$ cat config.mk
export PLATFORM = sky130hd
export DESIGN_NAME = wb_arbiter
export DESIGN_NICKNAME = d
export VERILOG_FILES = /design/src/rtl/wb_pkg.sv /design/src/rtl/wb_outst_cnt.sv /design/src/rtl/wb_arbiter.sv
export SDC_FILE = /design/constraint.sdc
export NUM_CORES = 1
export LEC_CHECK = 0
export BUFFER_PORTS_ARGS = -buffer_cell sky130_fd_sc_hd__buf_2
export CORE_AREA = 2 2 125 127
export CTS_CLUSTER_DIAMETER = 100
export DETAILED_ROUTE_END_ITERATION = 6
export DIE_AREA = 0 0 127 129
export SLEW_MARGIN = 40
export SYNTH_ARGS = -nofsm -noshare
export SYNTH_HDL_FRONTEND = slang
export SYNTH_HIERARCHICAL = 1
export SYNTH_SLANG_ARGS = --single-unit
$ cat constraint.sdc
create_clock -name clk -period 3.45 [get_ports clk]
set_input_delay 0.69 -clock clk [delete_from_list [all_inputs] [get_ports clk]]
set_output_delay 0.69 -clock clk [all_outputs]
set_load 0.01 [all_outputs]
$ cat src/rtl/wb_pkg.sv
// Shared Wishbone types: arbiter state encoding and the master request bundle.
package wb_pkg;

  localparam int unsigned WB_ADDR_W = 32;
  localparam int unsigned WB_DATA_W = 32;
  localparam int unsigned WB_SEL_W  = WB_DATA_W / 8;
  localparam int unsigned OUTST_W   = 4;

  typedef enum logic [1:0] {
    IDLE = 2'd0,
    GNT0 = 2'd1,
    GNT1 = 2'd2
  } arb_state_e;

  typedef struct packed {
    logic                 cyc;
    logic                 stb;
    logic                 we;
    logic [WB_SEL_W-1:0]  sel;
    logic [WB_ADDR_W-1:0] adr;
    logic [WB_DATA_W-1:0] dat;
  } wb_req_t;

endpackage

$ cat src/rtl/wb_outst_cnt.sv
// Up/down counter of strobes accepted by the slave but not yet acknowledged.
module wb_outst_cnt
  import wb_pkg::*;
(
  input  logic               clk,
  input  logic               rst_n,
  input  logic               clr,
  input  logic               inc,
  input  logic               dec,
  output logic [OUTST_W-1:0] count
);

  // Simultaneous accept and ack leave the count unchanged.
  always_ff @(posedge clk) begin
    if (!rst_n || clr) begin
      count <= '0;
    end else if (inc && !dec) begin
      count <= count + OUTST_W'(1);
    end else if (dec && !inc) begin
      count <= count - OUTST_W'(1);
    end
  end

endmodule

$ cat src/rtl/wb_arbiter.sv
// Two-master round-robin Wishbone B4 pipelined arbiter in front of one slave.
module wb_arbiter
  import wb_pkg::*;
#(
  parameter int unsigned ADDR_WIDTH = 32,
  parameter int unsigned DATA_WIDTH = 32,
  parameter int unsigned MAX_OUTST  = 4
) (
  input  logic                    clk,
  input  logic                    rst_n,
  input  logic                    m0_cyc_i,
  input  logic                    m0_stb_i,
  input  logic                    m0_we_i,
  input  logic [DATA_WIDTH/8-1:0] m0_sel_i,
  input  logic [ADDR_WIDTH-1:0]   m0_adr_i,
  input  logic [DATA_WIDTH-1:0]   m0_dat_i,
  output logic [DATA_WIDTH-1:0]   m0_dat_o,
  output logic                    m0_ack_o,
  output logic                    m0_stall_o,
  input  logic                    m1_cyc_i,
  input  logic                    m1_stb_i,
  input  logic                    m1_we_i,
  input  logic [DATA_WIDTH/8-1:0] m1_sel_i,
  input  logic [ADDR_WIDTH-1:0]   m1_adr_i,
  input  logic [DATA_WIDTH-1:0]   m1_dat_i,
  output logic [DATA_WIDTH-1:0]   m1_dat_o,
  output logic                    m1_ack_o,
  output logic                    m1_stall_o,
  output logic                    s_cyc_o,
  output logic                    s_stb_o,
  output logic                    s_we_o,
  output logic [DATA_WIDTH/8-1:0] s_sel_o,
  output logic [ADDR_WIDTH-1:0]   s_adr_o,
  output logic [DATA_WIDTH-1:0]   s_dat_o,
  input  logic [DATA_WIDTH-1:0]   s_dat_i,
  input  logic                    s_ack_i,
  input  logic                    s_stall_i,
  output logic [1:0]              grant_o
);

  localparam int unsigned SEL_W = DATA_WIDTH / 8;

  typedef struct packed {
    logic                  cyc;
    logic                  stb;
    logic                  we;
    logic [SEL_W-1:0]      sel;
    logic [ADDR_WIDTH-1:0] adr;
    logic [DATA_WIDTH-1:0] dat;
  } req_t;

  arb_state_e         state, state_next;
  logic               last, last_next;
  logic [OUTST_W-1:0] outst;
  req_t               m0_req, m1_req, own_req;
  logic               owned, outst_nz, ack_v, full;

  assign m0_req   = '{cyc: m0_cyc_i, stb: m0_stb_i, we: m0_we_i,
                      sel: m0_sel_i, adr: m0_adr_i, dat: m0_dat_i};
  assign m1_req   = '{cyc: m1_cyc_i, stb: m1_stb_i, we: m1_we_i,
                      sel: m1_sel_i, adr: m1_adr_i, dat: m1_dat_i};
  assign own_req  = (state == GNT1) ? m1_req : m0_req;
  assign owned    = (state != IDLE);
  assign outst_nz = (outst != '0);
  // Acks with nothing outstanding are strays and are dropped.
  assign ack_v    = s_ack_i & outst_nz;
  assign full     = (outst == OUTST_W'(MAX_OUTST)) & ~ack_v;
  assign grant_o  = {state == GNT1, state == GNT0};

  wb_outst_cnt u_outst_cnt (
    .clk   (clk),
    .rst_n (rst_n),
    .clr   (state_next != state),
    .inc   (s_stb_o & ~s_stall_i),
    .dec   (ack_v),
    .count (outst)
  );

  always_ff @(posedge clk) begin
    if (!rst_n) begin
      state <= IDLE;
      last  <= 1'b1;
    end else begin
      state <= state_next;
      last  <= last_next;
    end
  end

  always_comb begin
    state_next = state;
    last_next  = last;
    s_cyc_o    = 1'b0;
    s_stb_o    = 1'b0;
    s_we_o     = 1'b0;
    s_sel_o    = '0;
    s_adr_o    = '0;
    s_dat_o    = '0;
    m0_ack_o   = 1'b0;
    m0_dat_o   = '0;
    m0_stall_o = 1'b1;
    m1_ack_o   = 1'b0;
    m1_dat_o   = '0;
    m1_stall_o = 1'b1;

    unique case (state)
      IDLE: begin
        if (m0_cyc_i && m1_cyc_i) state_next = last ? GNT0 : GNT1;
        else if (m0_cyc_i)        state_next = GNT0;
        else if (m1_cyc_i)        state_next = GNT1;
      end
      GNT0: if (!m0_cyc_i && !outst_nz) state_next = m1_cyc_i ? GNT1 : IDLE;
      GNT1: if (!m1_cyc_i && !outst_nz) state_next = m0_cyc_i ? GNT0 : IDLE;
      default: state_next = IDLE;
    endcase

    if (state_next != state && state_next != IDLE) last_next = (state_next == GNT1);

    // Slave cycle stays open while acks are still owed to a master that left.
    if (owned) begin
      s_cyc_o = own_req.cyc | outst_nz;
      s_stb_o = own_req.stb & ~full;
      s_we_o  = own_req.we;
      s_sel_o = own_req.sel;
      s_adr_o = own_req.adr;
      s_dat_o = own_req.dat;
    end

    if (state == GNT0) begin
      m0_ack_o   = ack_v;
      m0_dat_o   = s_dat_i;
      m0_stall_o = s_stall_i | full;
    end
    if (state == GNT1) begin
      m1_ack_o   = ack_v;
      m1_dat_o   = s_dat_i;
      m1_stall_o = s_stall_i | full;
    end
  end

endmodule

Word level (Yosys, flattened, before mapping):

Index checks and enable logic that the tools add are counted.

* register bits: 7
* output and inout port bits: 141
* word-level logic and storage cells: 61

* add/sub/neg operators: 2
* equality and inequality tests: 5
* mux-type cells: 24
* bitwise operators: 9
* reduce and logical (&&, ||, !) cells: 18

Operators by type and width (number)
* 2-to-1 mux 32 bit: 4
* 2-to-1 mux 71 bit: 1
* 2-to-1 mux 2 bit: 7
* 2-to-1 mux 4 bit: 3
* 2-to-1 mux 1 bit: 8
* logical AND 1 bit: 6
* logical NOT 1 bit: 6
* one-hot mux 2 bit (3 select lines): 1
* nonzero test 2 bit: 3
* adder 4 x 1 -> 4 bit (second input constant): 1
* AND 1 bit: 4
* == test 2 bit (second input constant): 2
* == test 4 x 3 -> 1 bit (second input constant): 1
* nonzero test 4 bit: 1
* subtractor 4 x 1 -> 4 bit (second input constant): 1
* NOT 1 bit: 3
* == test 2 x 1 -> 1 bit (second input constant): 1
* logical NOT 2 bit: 1
* != test 2 bit: 1
* bitwise OR 1 bit: 2
* logical OR 1 bit: 1

Logic depth before layout (Yosys ltp):

* depth in word-level cells: 12
* depth in mapped cells: 12

Modules after synthesis:

The synthesis kept the hierarchy.

Modules (own cells, without submodules)
* wb_arbiter: times used 1, cells each 196, area an instance 1355.0 um^2, sequential area each 60.1 um^2
* wb_outst_cnt: times used 1, cells each 29, area an instance 252.7 um^2, sequential area each 80.1 um^2

Worst setup path before layout:

OpenSTA, ideal clock, no wires.

* path type: flip-flop to flip-flop
* from: register state[0]
* to: register u_outst_cnt.count[3]
* arrival time: 2.442 ns
* path slack: 0.884 ns
* cell stages (with the launch flop): 12
* path buffers: 2
* path through: dfxtp_1 > clkbuf_1 > clkbuf_1 > a22oi_1 > nor3_1 > ha_1 > inv_1 > ha_1 > a21oi_1 > a211oi_1 > a31oi_1 > mux2_1

* word-level cells in the longest chain between the ends: 8
* elaborated cells between the ends (all ways): 21
* those cells by class: eq/ne (3); mux (9); bitwise (2); reduce/logical (7)

RTL lines
* start: declaration: RTL line wb_arbiter.sv:52 `arb_state_e state, state_next;`
* start signal: assignment: RTL line wb_arbiter.sv:84 `state <= state_next;`
* == test 2 bit: RTL line wb_arbiter.sv:62, wb_arbiter.sv:105
* 2-to-1 mux 71 bit: RTL line wb_arbiter.sv:62 `assign own_req = (state == GNT1) ? m1_req : m0_req;`
* AND 1 bit: RTL line wb_arbiter.sv:121 `s_stb_o = own_req.stb & ~full;`
* 2-to-1 mux 1 bit: RTL line wb_arbiter.sv:119 `if (owned) begin`
* AND 1 bit: RTL line wb_arbiter.sv:74 `.inc (s_stb_o & ~s_stall_i),`
* logical NOT 1 bit: RTL line wb_outst_cnt.sv:19 `end else if (dec && !inc) begin`
* logical AND 1 bit: RTL line wb_outst_cnt.sv:19
* nonzero test 2 bit (no line)
* end signal: assignment: RTL line wb_outst_cnt.sv:18 `count <= count + OUTST_W'(1);`
* end signal: assignment: RTL line wb_outst_cnt.sv:20 `count <= count - OUTST_W'(1);`
* end: declaration: RTL line wb_outst_cnt.sv:10 `output logic [OUTST_W-1:0] count`

Several ways; a longest one is shown, not always the timed one.
A chain may end at the register's enable or synchronous reset.

Final worst setup path:

* from: input s_ack_i
* to: register u_outst_cnt.count[3]

* word-level cells in the longest chain between the ends: 10
* elaborated cells between the ends (all ways): 13
* those cells by class: mux (2); bitwise (6); reduce/logical (5)

RTL lines
* start: declaration: RTL line wb_arbiter.sv:36 `input logic s_ack_i,`
* AND 1 bit (*): RTL line wb_arbiter.sv:66 `assign ack_v = s_ack_i & outst_nz;`
* NOT 1 bit: RTL line wb_arbiter.sv:67 `assign full = (outst == OUTST_W'(MAX_OUTST)) & ~ack_v;`
* AND 1 bit: RTL line wb_arbiter.sv:67
* NOT 1 bit: RTL line wb_arbiter.sv:121
* AND 1 bit: RTL line wb_arbiter.sv:121
* 2-to-1 mux 1 bit: RTL line wb_arbiter.sv:119
* AND 1 bit: RTL line wb_arbiter.sv:74
* logical NOT 1 bit: RTL line wb_outst_cnt.sv:19
* logical AND 1 bit: RTL line wb_outst_cnt.sv:19
* nonzero test 2 bit (no line)

Every way passes the cells marked *; elsewhere a longest branch is shown, timed or not.

==> metrics.json <==
{
  "die-height_um": 129,
  "most_common_library_cell_in_the_layout_ignoring_fill_and_taps": "buf_2",
  "post_synth_main_area_contributors": "a22o_1, and2_1, dfxtp_1",
  "grt_usage": 0.109,
  "critPathRequiredTime_ns": 3.56,
  "route.detailed.vias_per_inst": 4.01,
  "multi_input_area_um2": 1350,
  "gr-total-overflow": 0,
  "holdBufCountCts": 0,
  "layout_min_cycle_time_ns": 2.70,
  "setup_viol_count_final": 0,
  "cell_rows": 45,
  "top_level_i_o_count": 319,
  "syn-instance-count": 225,
  "cp.arrival_ns": 2.81,
  "clock_pin_slew_worst_setup_and_hold_paths_ns": 0.04,
  "static-leakage-power_nw": 2.13,
  "critPathSlowestCell": "nor4_1",
  "clock_sink_count": 7,
  "cp-start-kind": "primary input",
  "dp_hpwl_um": 8810,
  "die_outline_area_um2": 16400,
  "port_buffer_count": 318,
  "cts-root-buf": "clkbuf_16",
  "die_w_um": 127,
  "maximum_number_of_pins_on_one_net_before_global_route_repair": 104,
  "yosys.area.top_type_share": 0.376,
  "sequential_cell_area_um2": 141,
  "count_of_h_tree_levels_built_during_cts": 1,
  "finalPower_uw": 755,
  "syn_area_per_cell_um2": 7.15,
  "finalClockSkew_ns": 0.00349,
  "routed_wire_length_per_instance_um": 14.5,
  "synthToLayoutAreaGrowth_pct": 115,
  "gp_congestion": 0.844,
  "insertion_delay_ns": 0.23,
  "grt_setup_unrepaired": "false",
  "synth_seq_cells": 7,
  "p_per_area_nw_per_um2": 218,
  "post-cts-setup-buffers": 0,
  "critPathKind": "in -> reg",
  "timing.fmax_mhz": 371,
  "starting_density_of_the_core": 0.107,
  "timing_max_transition_violations_final": 0,
  "setup.reg_to_reg.worst_slack_ns": 0.83,
  "final_hold_viol_count": 0,
  "postSynthNetCount": 407,
  "most_common_cell_type_on_the_critical_path": "ha_1",
  "final_total_negative_setup_slack_ns": 0,
  "core_um2": 15000,
  "outcome": "completed",
  "synth_top_area_cell": "a22o_1",
  "first_pass_iters": 5,
  "final_cell_count_no_fill": 714,
  "drt-total-wl_um": 10300,
  "drcViolationCount": 0,
  "drive_above_1_share": 0.629,
  "critical_path.startpoint": "s_ack_i",
  "commonest_cells_after_routing_fill_and_taps_aside": "buf_2, a22o_1, and2_1",
  "cts_made_buffers": 3,
  "first_global_vias": 2533,
  "yosys_warn_count": 6,
  "maximum_vdd_ir_drop_v": 0.000282,
  "post_detailed_route_count_of_antenna_violating_nets": 0,
  "final.period_utilization": 0.782,
  "via_count": 2863,
  "clock_tree_from_tritoncts": "done",
  "worst_slew_margin_rel": 0.594,
  "number_of_diodes": 0,
  "pre_cts_ws_ns": 0.494,
  "initialDrtViolationCount": 189,
  "post_synth_instance_area_um2": 1610,
  "hold_start": "last",
  "tightest_slew_ns": 0.609,
  "layout.nets": 709,
  "critical-path-max-stage-delay_ns": 0.47,
  "synth.yosys.seq_area_share": 0.0872,
  "num-fill-cells": 1700,
  "hold_path.class": "reg -> reg",
  "first_pass_grt_wire_length_um": 14200,
  "post_cts_resize_count": 0,
  "holdWs_ns": 0.541,
  "cp_cell_sequence": "buf_2 > nor4_1 > nor3_1 > ha_1 > inv_1 > ha_1 > a21oi_1 > a211oi_1 > a31oi_1 > mux2_1",
  "cap_viol_max_count": 0,
  "worst_r2r_startpoint": "state[0]",
  "ys_types": 31,
  "clock_path_buffers": 2,
  "element_type_at_the_critical_path_end": "flop",
  "timing.critical_path.fanout_max": 4,
  "dp.cells": 710,
  "finalWorstSetupSlack_ns": 0.752,
  "grt_antenna_before_repair": 0
}
metrics by stage:
stage / instance area (µm²) / util
floorplan: 1610 / -
global placement: 3380 / 0.226
detailed placement: 3380 / 0.226
CTS: 3460 / 0.231
global route: 3460 / 0.231
finish: 3460 / 0.231
report_power, final:
group | total (mW) | switching (mW) | internal [mW]
logic | 0.460 | 0.234 | 0.225
registers | 0.0958 | 0.00926 | 0.0865
clock network | 0.200 | 0.0457 | 0.154
total | 0.755 | 0.289 | 0.466
sequential cells by signal (all words and copies together) (netlist names):
| signal | flops |
|---|---|
| u_outst_cnt/count | 4 |
| state | 2 |
| last | 1 |
logic make-up after synthesis:
logic type      synth area share
xor+xnor                  0.0109
simple gates               0.346
compound gates             0.435
buf+inv                   0.0724
mux                       0.0132
flops                     0.0872
fa+ha+maj                 0.0358
layout make-up:
class | instances | share of cell area
multi-input cells | 187 | 0.391
well taps | 188 | 0.0679
inverters | 7 | 0.00759
flip-flops and latches | 7 | 0.0408
repair buffers | 321 | 0.470
clock buffers | 4 | 0.0228
routing by layer:
layer | vias to the layer above | share of wire | GRT usage
li1 | 1433 | - | -
met1 | 1259 | 0.45 | 0.156
met2 | 167 | 0.46 | 0.179
met3 | 4 | 0.087 | 0.0175
met4 | 0 | 0.0063 | 0.0103
met5 | - | 0 | 0
synth_stat cells:
cell and n:
a211oi_1 1, a211oi_2 1, a21oi_1 3, a221o_1 1, a22o_1 69, a22oi_1 1
a311oi_1 1, a31oi_1 3, and2_1 64, and3_2 1, buf_1 1, clkbuf_1 23
dfxtp_1 7, fa_1 1, ha_1 3, inv_1 7, mux2_1 1, mux2i_1 1
nand2_1 6, nand2b_1 4, nand3_1 1, nor2_1 13, nor2b_1 1, nor3_1 2
nor4_1 1, o21ai_0 3, or2_2 1, or3_1 1, or4_4 1, xnor2_1 1
xor2_1 1
critical path: cells and delay by family:
| family | cells | cell delay, ns |
|---|---|---|
| compound gates | 3 | 0.43 |
| fa+ha+maj | 2 | 0.52 |
| buf+inv | 2 | 0.25 |
| mux | 1 | 0.33 |
| simple gates | 2 | 0.58 |
path summary, 6_finish.rpt:
kind / end / depth (start not counted)
min reg2reg: last / 2
max reg2reg: u_outst_cnt/count[3] / 11
min: last / 2
max: u_outst_cnt/count[3] / 10
(Power assumes the default switching activity.)
